File: src/rtl/regfile_write_arbiter.sv
`default_nettype none
// ============================================================================
//  Module      : regfile_write_arbiter
//  Description : Round-robin arbiter that shares the single register-file
//                write port among NUM_REQ writeback sources. It registers the
//                write one cycle after the grant and drops writes to register 0.
//  Revision    : 1.0 - initial release
// ============================================================================
module regfile_write_arbiter #(
    parameter int NUM_REQ = 3,
    parameter int DATA_W  = 32,
    parameter int ADDR_W  = 5
) (
    input  logic                        Clock,
    input  logic                        Reset,
    input  logic                        Stall,
    input  logic [NUM_REQ-1:0]          ReqValid,
    input  logic [NUM_REQ*ADDR_W-1:0]   ReqRegister,
    input  logic [NUM_REQ*DATA_W-1:0]   ReqData,
    output logic [NUM_REQ-1:0]          ReqReady,
    output logic                        RegWrite,
    output logic [ADDR_W-1:0]           WriteRegiter,
    output logic [DATA_W-1:0]           WriteData,
    output logic [2:0]                  GrantId,
    output logic [7:0]                  DropCount
);

    localparam int               PTR_W  = (NUM_REQ > 1) ? $clog2(NUM_REQ) : 1;
    localparam logic [PTR_W-1:0] c_LAST = PTR_W'(NUM_REQ - 1);

    logic [PTR_W-1:0]  ptr_q, ptr_d;
    logic              regwrite_q, regwrite_d;
    logic [ADDR_W-1:0] wreg_q, wreg_d;
    logic [DATA_W-1:0] wdata_q, wdata_d;
    logic [2:0]        gid_q, gid_d;
    logic [7:0]        drop_q, drop_d;

    logic              w_found;
    logic              w_accept;
    logic [PTR_W-1:0]  w_gnt_idx;
    logic [ADDR_W-1:0] w_sel_reg;
    logic [DATA_W-1:0] w_sel_data;
    int                w_idx;

    // Rotating priority scan: the first valid requester at or after ptr_q wins.
    always_comb begin
        w_found    = 1'b0;
        w_gnt_idx  = '0;
        w_sel_reg  = '0;
        w_sel_data = '0;
        w_idx      = 0;
        for (int k = 0; k < NUM_REQ; k++) begin
            w_idx = int'(ptr_q) + k;
            if (w_idx >= NUM_REQ) begin
                w_idx = w_idx - NUM_REQ;
            end
            if (!w_found && ReqValid[w_idx]) begin
                w_found    = 1'b1;
                w_gnt_idx  = PTR_W'(w_idx);
                w_sel_reg  = ReqRegister[w_idx*ADDR_W +: ADDR_W];
                w_sel_data = ReqData[w_idx*DATA_W +: DATA_W];
            end
        end
        w_accept = w_found && !Stall && !Reset;
    end

    always_comb begin
        ReqReady = '0;
        if (w_accept) begin
            ReqReady[w_gnt_idx] = 1'b1;
        end
    end

    always_comb begin
        ptr_d      = ptr_q;
        regwrite_d = 1'b0;
        wreg_d     = wreg_q;
        wdata_d    = wdata_q;
        gid_d      = gid_q;
        drop_d     = drop_q;
        if (w_accept) begin
            ptr_d = (w_gnt_idx == c_LAST) ? '0 : w_gnt_idx + PTR_W'(1);
            // A write to $zero still consumes the grant but never reaches the file.
            if (w_sel_reg == '0) begin
                if (drop_q != 8'hFF) begin
                    drop_d = drop_q + 8'd1;
                end
            end else begin
                regwrite_d = 1'b1;
                wreg_d     = w_sel_reg;
                wdata_d    = w_sel_data;
                gid_d      = 3'(w_gnt_idx);
            end
        end
    end

    always_ff @(posedge Clock) begin
        if (Reset) begin
            ptr_q      <= '0;
            regwrite_q <= 1'b0;
            wreg_q     <= '0;
            wdata_q    <= '0;
            gid_q      <= '0;
            drop_q     <= '0;
        end else begin
            ptr_q      <= ptr_d;
            regwrite_q <= regwrite_d;
            wreg_q     <= wreg_d;
            wdata_q    <= wdata_d;
            gid_q      <= gid_d;
            drop_q     <= drop_d;
        end
    end

    assign RegWrite     = regwrite_q;
    assign WriteRegiter = wreg_q;
    assign WriteData    = wdata_q;
    assign GrantId      = gid_q;
    assign DropCount    = drop_q;

endmodule
`default_nettype wire

File: config.mk
export PLATFORM = sky130hd
export DESIGN_NAME = regfile_write_arbiter
export DESIGN_NICKNAME = d
export VERILOG_FILES = /design/src/rtl/regfile_write_arbiter.sv
export SDC_FILE = /design/constraint.sdc
export NUM_CORES = 1
export LEC_CHECK = 0
export CAP_MARGIN = 0
export CORE_MARGIN = 3
export CORE_UTILIZATION = 44
export DETAILED_ROUTE_END_ITERATION = 8
export PLACE_DENSITY = 0.79
export RECOVER_POWER = 50
export REMOVE_ABC_BUFFERS = 1
export SYNTH_ARGS = -nofsm -noshare
export SYNTH_HDL_FRONTEND = slang
export SYNTH_SLANG_ARGS = --single-unit
File: constraint.sdc
create_clock -name Clock -period 4.6 [get_ports Clock]
set_clock_uncertainty 0.1 [all_clocks]
set_input_delay 0.46 -clock Clock [delete_from_list [all_inputs] [get_ports Clock]]
set_output_delay 0.46 -clock Clock [all_outputs]
set_load 0.005 [all_outputs]
==> metrics, run 1 <==
status finished clean; fin crit share 0.9339; Ant. Diodes 0; distinct cell type count after synthesis 65; Post-Place Cells 1021; post-layout minimum cycle time 4.296 ns; Avg Inst Size Synth 7.398 µm²; post-cts resize count 0; total chip power 1.691 mW; Worst Setup Start Kind flip-flop; initial antenna violation count 0; PwrDens 227.4 mW/mm²; Critical Path Sink Type output port; CTS Buf Count 5; Post-Syn Instances 747; Worst slew margin 0.3237; Max Slew Vio Count 0; Routed Antenna Nets 0; most frequent cells in the layout clkdlybuf4s50_1, mux2i_1, nand2_1; Syn. warnings 0; Final Non-Filler Cells 1029; Setup TNS Final 0 ns; most common cell after layout, fill and taps aside clkdlybuf4s50_1; die height 118.1 µm; Critical Path Fanout Max 76; VDD IR max 184.6 µV; drt wl/cell 17.66 µm; Critical Path AT 3.74 ns; deepest clock path buffer count 2; drt drc 0; Worst Path Required 4.04 ns; LEAKAGE 2.602 nW; largest net degree at the start of global routing 93; Max Clk Rate 232.8 MHz; total core area 0.01216 mm²; Total Routing Usage GR 0.2470; PortBufs 167; CTS Hold Bufs 0; ys async rst share 0; Max Cap Viol 0; CP Class reg2out; clk root buf clkbuf_16; clk_lat worst skew 0.29 ns; setup repair bufs after CTS 0; via/cell ratio 6.064; Synth Flop Type dfxtp_1; Layout area overhead 34.55%; CTS tree built; layout net count 985; Clk pin slew, worst setup/hold paths 0.07 ns; grt total ovfl 0; number of H-tree levels 2; Final Hold Fails 0; DP HPWL 12060 µm; layer with the highest usage met2; RSZ-0062 raised after global routing no; Mapped Area 0.005527 mm²; first-pass GRT wire length 29460 µm; WL final 18170 µm; EDFF count, synth 0; sequential fraction of the synthesis area 0.1811; vias post-DR 6240; M2 GR Usage 0.3862; DRT iter0 DRCs 510; vias in the first global route 5760; Slew @ Worst Pin 1.015 ns; layout cells sized above 1 0.1010; TritonRoute pass-1 iters 8; Sink Count 50; M1 GR Usage 0.3483; die area 0.01394 mm²; # rows 40; M3 GR Usage 0.04901; Yosys reg bits 50; Starting Density 0.4544; setup violators final 0; worst hold-check path type reg2reg; Die W 118.1 µm; num ports 169; Placer Congestion 0.9064
## state kept, by name (all words and copies together) (netlist names)
register / flops
GrantId: 2
ptr_q: 2
RegWrite: 1
WriteRegiter: 5
WriteData: 32
DropCount: 8
## power breakdown
group / internal (mW) / total [mW] / switching (mW)
logic: 0.358 / 0.751 / 0.394
registers: 0.472 / 0.501 / 0.0295
clock network: 0.261 / 0.438 / 0.177
total: 1.09 / 1.69 / 0.600
## worst max-delay path: stages, from the launching register on
cell	delay, ns
dfxtp_1	0.34
inv_1	0.16
ha_4	0.27
buf_4	0.77
or3b_2	0.25
a21oi_1	0.06
a2111o_1	0.37
nand2b_4	0.17
nand2b_1	0.16
nor2b_1	0.23
clkdlybuf4s50_1	0.55
## routing by layer
layer | up-vias | part of all wire | wire, µm
li1 | 3026 | - | -
met1 | 2875 | 0.44 | 8000
met2 | 311 | 0.46 | 8333
met3 | 28 | 0.085 | 1538
met4 | 0 | 0.016 | 299
met5 | - | 0 | 0
## cells by family after synthesis
kind of cell | Yosys count | synth area share
AO/OA/AOI/OAI | 255 | 0.3224
AND/OR/NAND/NOR | 220 | 0.1789
multiplexers | 121 | 0.2203
buffers and inverters | 89 | 0.07154
flip-flops | 50 | 0.1811
adder cells (fa/ha/maj) | 9 | 0.02151
other | 2 | 0.001359
XOR/XNOR | 1 | 0.002944
## stage by stage
stage,cell area [µm²],hold slack (ns),worst slack (ns),utilization
3_3_place_gp,7263,0.3667,0.4979,0.5972
5_1_grt,7436,0.4015,0.03520,0.6114
2_1_floorplan,5172,0.3602,-3.284,-
4_1_cts,7436,0.3918,0.3546,0.6114
6_report,7436,0.3868,0.3039,0.6114
3_5_place_dp,7263,0.3700,0.4447,0.5972
## worst paths after layout
check	start	end	slack [ns]	depth (start not counted)
max	ptr_q[0]$_SDFFE_PP0P_	ReqReady[0]	0.30	10
min	DropCount[4]$_SDFFE_PP0P_	DropCount[4]$_SDFFE_PP0P_	0.39	1
max reg2reg	ptr_q[0]$_SDFFE_PP0P_	WriteData[14]$_SDFFE_PP0P_	0.41	11
min reg2reg	DropCount[4]$_SDFFE_PP0P_	DropCount[4]$_SDFFE_PP0P_	0.39	1
## cells in the mapped netlist (7+ instances only)
master	n	area share
mux2i_1	116	0.21
nand2_1	83	0.056
nor2_1	83	0.056
o21ai_0	71	0.064
dfxtp_1	50	0.18
clkbuf_1	49	0.033
a21oi_1	45	0.041
a2111oi_0	32	0.051
a221oi_1	32	0.051
a31o_2	30	0.048
buf_2	22	0.020
nor2b_1	11	0.012
inv_1	10	0.0068
ha_1	7	0.016
nand3_1	7	0.0063
## final cells by class
type | count | area, µm²
Clock buffer | 5 | 125.1
Inverter | 10 | 37.54
Fill cell | 1123 | 4726
Sequential cell | 50 | 1001
Tap cell | 168 | 210.2
Timing Repair Buffer | 184 | 1819
Multi-Input combinational cell | 609 | 4195
Clock inverter | 3 | 47.55
Power figures use the tool's default switching activity.
==> inputs of run 2 (changes only) <==
- CORE_MARGIN: 3 -> 5
==> run 2 against run 1 <==
Total power decreased by 1.1%. Cell count grew 0.29%. Combinational power down 0.7%. Register-to-register slack improved by 0.05 ns. Clock power fell by 1%. Sequential share of layout area hardly changed. Setup slack improved by 0.076 ns. Die area up 6.9%. Count of clock-buffer cells in the layout increased by 1. Maximum frequency up 1.8%. Hold slack worse by 0.0060 ns. Largest cell class unchanged. Largest power group unchanged.
==> metrics, run 2 (same netlist as run 1, synthesis figures left out) <==
status finished clean; Final Non-Filler Cells 1032 (+0.29%); CTS Buf Count 5 (unchanged); layout cells sized above 1 0.1000 (-0.001045); initial antenna violation count 0 (unchanged); total core area 0.01247 mm² (+2.5%); Sink Count 50 (unchanged); deepest clock path buffer count 2 (unchanged); setup repair bufs after CTS 0 (unchanged); Ant. Diodes 0 (unchanged); post-layout minimum cycle time 4.220 ns (-0.07567 ns); CTS tree built; die height 122.1 µm (+3.4%); Starting Density 0.4433 (-0.01108); most common cell after layout, fill and taps aside clkdlybuf4s50_1; vias post-DR 6242 (+0.032%); DRT iter0 DRCs 542 (+6.3%); # rows 41 (+2.5%); r2r setup slk 0.46 ns (+0.05 ns); die area 0.01490 mm² (+6.9%); Max Cap Viol 0 (unchanged); post-cts resize count 0 (unchanged); final hold slack 0.3808 ns (-0.006008 ns); TritonRoute pass-1 iters 5 (-3); CP Class reg2out; LEAKAGE 2.596 nW (-0.26%); pre-CTS WS 0.5154 ns (+0.07072 ns); RR Startpoint ptr_q[0]$_SDFFE_PP0P_; RSZ-0062 raised after global routing no; Worst Path Required 4.04 ns (about the same); setup violators final 0 (unchanged); Critical Path AT 3.66 ns (-0.08 ns); PwrDens 225.5 mW/mm² (-0.81%); DP HPWL 12650 µm (+4.9%); Final Hold Fails 0 (unchanged); post-route setup slack 0.3796 ns (+0.07567 ns); max reg flops 32 (unchanged); first-pass GRT wire length 29470 µm (about the same); clk root buf clkbuf_16; area post-placement 0.007248 mm² (-0.21%); layout net count 985 (unchanged); Placer Congestion 0.8793 (-3.0%); WL final 18470 µm (+1.7%); Worst slew margin 0.1898 (-0.1339); clk_lat worst skew 0.29 ns (about the same); r2r endpoint WriteData[15]$_SDFFE_PP0P_; Worst Setup Start Kind flip-flop; most frequent cells in the layout clkdlybuf4s50_1, mux2i_1, nand2_1; Hold Path Origin WriteData[2]$_SDFFE_PP0P_; Die W 122.1 µm (+3.4%); num ports 169 (unchanged); VDD IR max 154.0 µV (-17%); post-route cell area 0.007417 mm² (-0.25%); largest net degree at the start of global routing 93 (unchanged); reg2reg path depth 14 (+3); vias in the first global route 5889 (+2.2%); Routed Antenna Nets 0 (unchanged); Layout area overhead 34.21%; number of H-tree levels 2 (unchanged); CTS Hold Bufs 0 (unchanged); Post-Place Cells 1025 (+0.39%); Max Clk Rate 236.9 MHz (+1.8%); fin crit share 0.9175 (-0.01645); Total Routing Usage GR 0.2372 (-0.009745); Slew @ Worst Pin 1.215 ns (+0.2009 ns); PortBufs 167 (unchanged); drt drc 0 (unchanged); Util after Layout 0.5950 (-0.01642); hold path depth 1 (unchanged); Clk pin slew, worst setup/hold paths 0.07 ns (about the same); drt wl/cell 17.90 µm (+1.4%); hold path endpoint WriteData[2]$_SDFFE_PP0P_; grt total ovfl 0 (unchanged); Max Slew Vio Count 0 (unchanged); Critical Path Sink Type output port; Critical Path Fanout Max 48 (-37%); worst hold-check path type reg2reg; via/cell ratio 6.048 (-0.26%)
-- run 2: cell types whose count changed in the layout (fill, tap and decap cells not counted), sizes merged --
cell	previous run	this run
clkbuf	5	6
inv	12	10
-- run 2: through the flow --
step	total power, mW	TNS (ns)
floorplan	0.9172	-140.20
global placement	1.244	0
detailed placement	1.254	0
CTS	1.690	0
global route	1.763	0
finish	1.673	0
-- run 2: worst max-delay path by stage --
stage                                startpoint                          to  slack [ns]  cells past startpoint
final                     ptr_q[1]$_SDFFE_PP0P_                 ReqReady[1]        0.38                     10
after global routing      ptr_q[1]$_SDFFE_PP0P_                 ReqReady[1]        0.12                     10
after CTS                 ptr_q[1]$_SDFFE_PP0P_                 ReqReady[1]        0.37                     10
after detailed placement  ptr_q[0]$_SDFFE_PP0P_  WriteData[13]$_SDFFE_PP0P_        0.52                     14
after global placement    ptr_q[1]$_SDFFE_PP0P_   WriteData[6]$_SDFFE_PP0P_        0.64                     12
after floorplan           ptr_q[1]$_SDFFE_PP0P_   WriteData[0]$_SDFFE_PP0P_       -3.28                     11
-- run 2: per-layer routing --
metal | global-route usage | routed length (µm)
met5 | 0 | 0
met4 | 0.04829 | 240
met3 | 0.02553 | 1150
met2 | 0.4185 | 8865
met1 | 0.3134 | 8216
-- run 2: worst max-delay path, cell delays in order (launching register included) --
cell	delay (ns)
dfxtp_1	0.43
inv_1	0.12
ha_4	0.29
buf_4	0.54
inv_1	0.14
maj3_2	0.32
a2111o_1	0.46
nand2b_4	0.18
nand2b_1	0.16
nor2_1	0.19
clkdlybuf4s50_1	0.54
-- run 2: power breakdown --
group | switching [mW] | internal, mW | leakage, nW | total, mW
clock | 0.164 | 0.269 | 0.0829 | 0.433
sequential | 0.0222 | 0.472 | 0.408 | 0.494
combinational | 0.399 | 0.347 | 2.10 | 0.746
total | 0.585 | 1.09 | 2.60 | 1.67
-- run 2: cell type report --
class,count,area [µm²]
clock inverters,1,30.03
flip-flops and latches,50,1001
fillers,1167,5049
repair buffers,184,1794
multi-input cells,609,4200
clock buffers,6,138.9
well taps,172,215.2
inverters,10,37.54
==> inputs of run 3 (changes only) <==
- TNS_END_PERCENT: not set -> 50
==> results of run 3 <==
Final layout, timing and power as in run 2 (identical DEF).
==> RTL change 1 (config.mk and constraints of run 3) <==
`NUM_REQ`: 3 -> 2.
--- a/src/rtl/regfile_write_arbiter.sv
+++ b/src/rtl/regfile_write_arbiter.sv
@@ -7,7 +7,7 @@
 //  Revision    : 1.0 - initial release
 // ============================================================================
 module regfile_write_arbiter #(
-    parameter int NUM_REQ = 3,
+    parameter int NUM_REQ = 2,
     parameter int DATA_W  = 32,
     parameter int ADDR_W  = 5
 ) (
Ports: changed (resized ReqData, ReqReady, ReqRegister and ReqValid); port bits go from 169 to 130. No check against the original RTL was run, so the function may have changed too.
==> RTL change 1 against run 3 <==
Sequential share of layout area grew 11 points. Global-route usage shrank 3.3 points. Combinational power is 65% lower. Power decreased by 36%. Sequential cell count shrank 2. Area after synthesis is 54% lower. Worst hold slack improved by 0.021 ns. Wire length down 57%. Worst setup slack better by 0.82 ns. Sequential power down 8.9%. Design area down 47%. Register-to-register slack improved by 1.5 ns. Cell count decreased by 58%. Critical endpoint unchanged. Highest routed layer unchanged.
==> RTL change 1: results <==
group,metric,value,unit
run_status,outcome,"finished clean",
critical_path,rrSetupSlack,1.95,ns
critical_path,reg2reg_to,"WriteData[19]",
power,leakage,0.00142,µW
critical_path,slowest_delay,0.96,ns
drt,first_pass_iters,6,
global_route,track_usage,20.4,%
cells_and_area,final_layout_size_suffix_gt1_share,14.8,%
clock_tree,cts-root-buf,"clkbuf_8",
global_route,grt_pass1_wl,12000,µm
global_route,grt_pass1_vias,2395,
critical_path,crit_fanout,14,
timing,max-slew-margin-rel,40.8,%
yosys,ys_types,42,
yosys,ys_seq_area_share,37.9,%
drt,vias,2512,
drt,wl_per_cell,18.2,µm
yosys,netlist_top_cells_count,"48 x dfxtp_1, 41 x a21oi_1, 32 x a22oi_1",
critical_path,rr_worst_depth,5,
worst_hold_path,worst_hold_path.endpoint,"WriteRegiter[2]",
place,dp_hpwl,5830,µm
cells_and_area,layout.nets,445,
place,gp_congestion,0.798,
drt,drt-initial-drc-count,131,
critical_path,cp.arrival,2.84,ns
yosys,synth_area_leaders,"dfxtp_1 38%, a211oi_2 14%, a22oi_1 9.5%",
power,peakVddDrop,0.172,mV
worst_hold_path,hold_depth,2,
critical_path,r2r-start,"ptr_q",
worst_hold_path,worstHoldStart,"WriteRegiter[2]",
critical_path,worst_path_max_delay_cell,"dlygate4sd3_1",
place,post-place-ws,1.01,ns
cells_and_area,largest_register_ff_count,32,
==> RTL change 1: cell types whose count changed after synthesis, moves of 10 or more <==
cell / delta
mux2i_1: -116
nand2_1: -83
nor2_1: -71
o21ai_0: -71
a2111oi_0: -32
a221oi_1: -32
a22oi_1: +32
a31o_2: -30
a211oi_2: +29
clkbuf_1: -29
buf_2: -20
nor2b_1: -10
==> RTL change 1: worst min-delay path, delay by kind of cell (launching register included) <==
| kind | cells | cell delay [ns] |
|---|---|---|
| AO/OA/AOI/OAI | 1 | 0.06 |
| AND/OR/NAND/NOR | 1 | 0.07 |
| flip-flops | 1 | 0.34 |
==> RTL change 1: worst max path at each step <==
| stage | start | endpoint | slack (ns) | depth (start not counted) |
|---|---|---|---|---|
| after floorplan | Stall | WriteData[19] | 0.98 | 4 |
| after global placement | ReqValid[1] | WriteData[21] | 1.11 | 6 |
| after detailed placement | ReqValid[1] | WriteData[21] | 1.01 | 6 |
| after CTS | ReqValid[1] | ReqReady[1] | 1.29 | 5 |
| after global routing | ReqValid[1] | ReqReady[1] | 1.08 | 5 |
| final | ReqValid[1] | ReqReady[1] | 1.20 | 5 |
==> RTL change 1: cell families after synthesis <==
group | synth area share [%]
AOI/OAI and AO/OA | 43.6
adders and majority gates | 0.494
buffers and inverters | 6.92
DFF | 37.9
muxes | 0.445
other | 0.148
and+or+nand+nor | 10.4
==> RTL change 1: final cells by class <==
| type | instances | area [µm²] |
|---|---|---|
| clock buffer | 5 | 68.8 |
| clock inverter | 2 | 60.1 |
| fill | 450 | 1650 |
| inverter | 2 | 7.51 |
| multi-input combinational | 177 | 1410 |
| sequential | 48 | 961 |
| tap | 72 | 90.1 |
| timing repair buffer | 131 | 1300 |
==> RTL change 1: where the power goes <==
group          switching, µW  internal (µW)
Sequential              11.5            438
Combinational            126            138
Clock                    134            214
==> RTL change 1: per-layer routing <==
layer / vias to the layer above / wire length, µm / part of all wire, % / track usage [%]
met4: 0 / 217 / 2.7 / 8.06
li1: 1224 / - / - / -
met2: 94 / 4010 / 51 / 35.0
met3: 12 / 609 / 7.7 / 6.15
met5: - / 0 / 0 / 0
met1: 1182 / 3100 / 39 / 23.6
==> RTL change 1: stage by stage <==
step | power (µW) | hold WS, ns | cells | utilization [%] | cell area (µm²)
floorplan | 575 | 0.379 | 227 | - | 2370
global placement | 728 | 0.380 | 430 | 68.0 | 3770
detailed placement | 734 | 0.387 | 430 | 68.0 | 3770
CTS | 1080 | 0.410 | 437 | 70.3 | 3890
global route | 1110 | 0.437 | 437 | 70.3 | 3890
finish | 1060 | 0.402 | 437 | 70.3 | 3890
==> RTL change 2 (config.mk and constraints of run 3) <==
Without the edit above. Reset style: asynchronous (`Reset`), changed in one clocked block.
--- a/src/rtl/regfile_write_arbiter.sv
+++ b/src/rtl/regfile_write_arbiter.sv
@@ -94,7 +94,7 @@
         end
     end
 
-    always_ff @(posedge Clock) begin
+    always_ff @(posedge Clock or posedge Reset) begin
         if (Reset) begin
             ptr_q      <= '0;
             regwrite_q <= 1'b0;
Formal check against the unedited RTL: differs if Reset is asserted again (counterexample within 4 cycles, from zero or initial values and one cycle with Reset high); with Reset held inactive, the same outputs for 4 cycles.
==> RTL change 2 against run 3 <==
Global-route usage shrank 0.11 points. The flow now finishes with violations (capacitance limit, slew limit). Highest routed layer unchanged. Area after synthesis down 3.0%. Worst setup slack lost 0.072 ns. Non-clock buffer count fell by 5. Register-to-register slack lost 0.12 ns. Sequential cell count unchanged. Largest cell class unchanged. Design area is 1.9% lower. Wire length down 5.0%.
Power is not compared: it rests on default switching activity, and its combinational part moved more than twofold at a synthesized area within 25%.
==> RTL change 2: results <==
group,metric,value,unit
critical_path,r2r-start,"ptr_q[0]",
worst_hold_path,worstHoldStart,"WriteRegiter[1]",
timing,fin_hold_ws,0.405,ns
run_status,violations,"capacitance limit, slew limit",
place,dp_hpwl,12300,µm
cells_and_area,instances_no_fill,941,
drt,vias_per_cell,6.11,
global_route,grt_pass1_vias,5997,
global_route,grt_pass1_wl,28700,µm
yosys,syn_inst,663,
global_route,track_usage,23.6,%
yosys,ys_seq_area_share,23.3,%
clock_tree,clk_pin_slew,0.07,ns
critical_path,rrSetupSlack,0.34,ns
place,numPlacedInstances,933,
global_route,antenna_found_initial,0,
timing,maxSlewViolCount,51,
yosys,ys.flop_type,"dfrtp_1",
clock_tree,insertion_delay,0.29,ns
drt,wl_per_cell,18.7,µm
yosys,netlist_top_cells_count,"109 x mux2i_1, 92 x nand2_1, 81 x o21ai_0",
critical_path,reg2reg_to,"WriteData[22]",
run,cap_viol_max_count,1,
global_route,grt_max_degree,81,
critical_path,crit_fanout,55,
yosys,synth_area_leaders,"dfrtp_1 23%, mux2i_1 20%, o21ai_0 7.6%",
worst_hold_path,worst_hold_path.endpoint,"WriteRegiter[1]",
drt,first_pass_iters,5,
place,post-place-ws,0.368,ns
place,gp_congestion,0.864,
yosys,ys_types,52,
cells_and_area,final_layout_size_suffix_gt1_share,9.45,%
critical_path,cp.arrival,3.73,ns
timing,period_needed,4.29,ns
drt,drt-initial-drc-count,379,
clock_tree,cts_made_buffers,5,
run_status,outcome,"finished, violations left",
place,place_area,7120,µm²
power,peakVddDrop,0.344,mV
-- RTL change 2: kinds of logic after synthesis --
| kind of cell | share of synthesized area (%) |
|---|---|
| mux | 29.7 |
| xor+xnor | 1.31 |
| compound gates | 22.0 |
| fa+ha+maj | 2.01 |
| flops | 23.3 |
| simple gates | 15.4 |
| other cells | 0.140 |
| buf+inv | 6.07 |
-- RTL change 2: timing repair --
item | 4_1_cts | 5_1_grt
endpoints found under the setup margin | 0 | 1
gates resized for setup | 0 | 1
buffers inserted | 0 | 0
-- RTL change 2: cell type report --
cell class / instances / area, µm²
Timing Repair Buffer: 179 / 1770
Tap cell: 147 / 184
Fill cell: 1029 / 4690
Multi-Input combinational cell: 541 / 3860
Clock buffer: 6 / 139
Clock inverter: 2 / 16.3
Inverter: 16 / 60.1
Sequential cell: 50 / 1250
-- RTL change 2: how the worst max path moves through the flow --
stage | startpoint | endpoint | cells past startpoint
after detailed placement | ptr_q[0] | WriteData[25] | 14
after CTS | ptr_q[0] | ReqReady[1] | 8
after floorplan | ptr_q[1] | WriteData[0] | 9
after global routing | ptr_q[0] | WriteData[15] | 14
after global placement | ptr_q[0] | WriteData[7] | 14
final | ptr_q[0] | ReqReady[1] | 8
-- RTL change 2: worst max-delay path, cell delays in order (launching register included) --
cell and delay (ns):
dfrtp_1 0.42, inv_1 0.18, ha_4 0.48, buf_6 0.50, inv_1 0.19, a31oi_1 0.26, o221ai_1 0.44, nor2_1 0.37
clkdlybuf4s50_1 0.56
-- RTL change 2: power breakdown --
part,switching (µW),internal [µW]
clock network,175,219
logic,1950,1720
registers,121,613
total,2250,2550
-- RTL change 2: per-stage QoR --
step                      setup TNS, ns  utilization, %
final                                 0            60.8
after detailed placement              0            59.5
after global routing                  0            60.8
after CTS                             0            60.8
after floorplan                  -80.98               -
after global placement                0            59.5
-- RTL change 2: routing by layer --
metal | global-route usage [%] | vias to the layer above | wire length (µm)
met4 | 8.50 | 0 | 429
met2 | 39.9 | 276 | 8580
met3 | 4.49 | 45 | 1250
li1 | - | 2652 | -
met5 | 0 | - | 0
met1 | 30.1 | 2775 | 7300
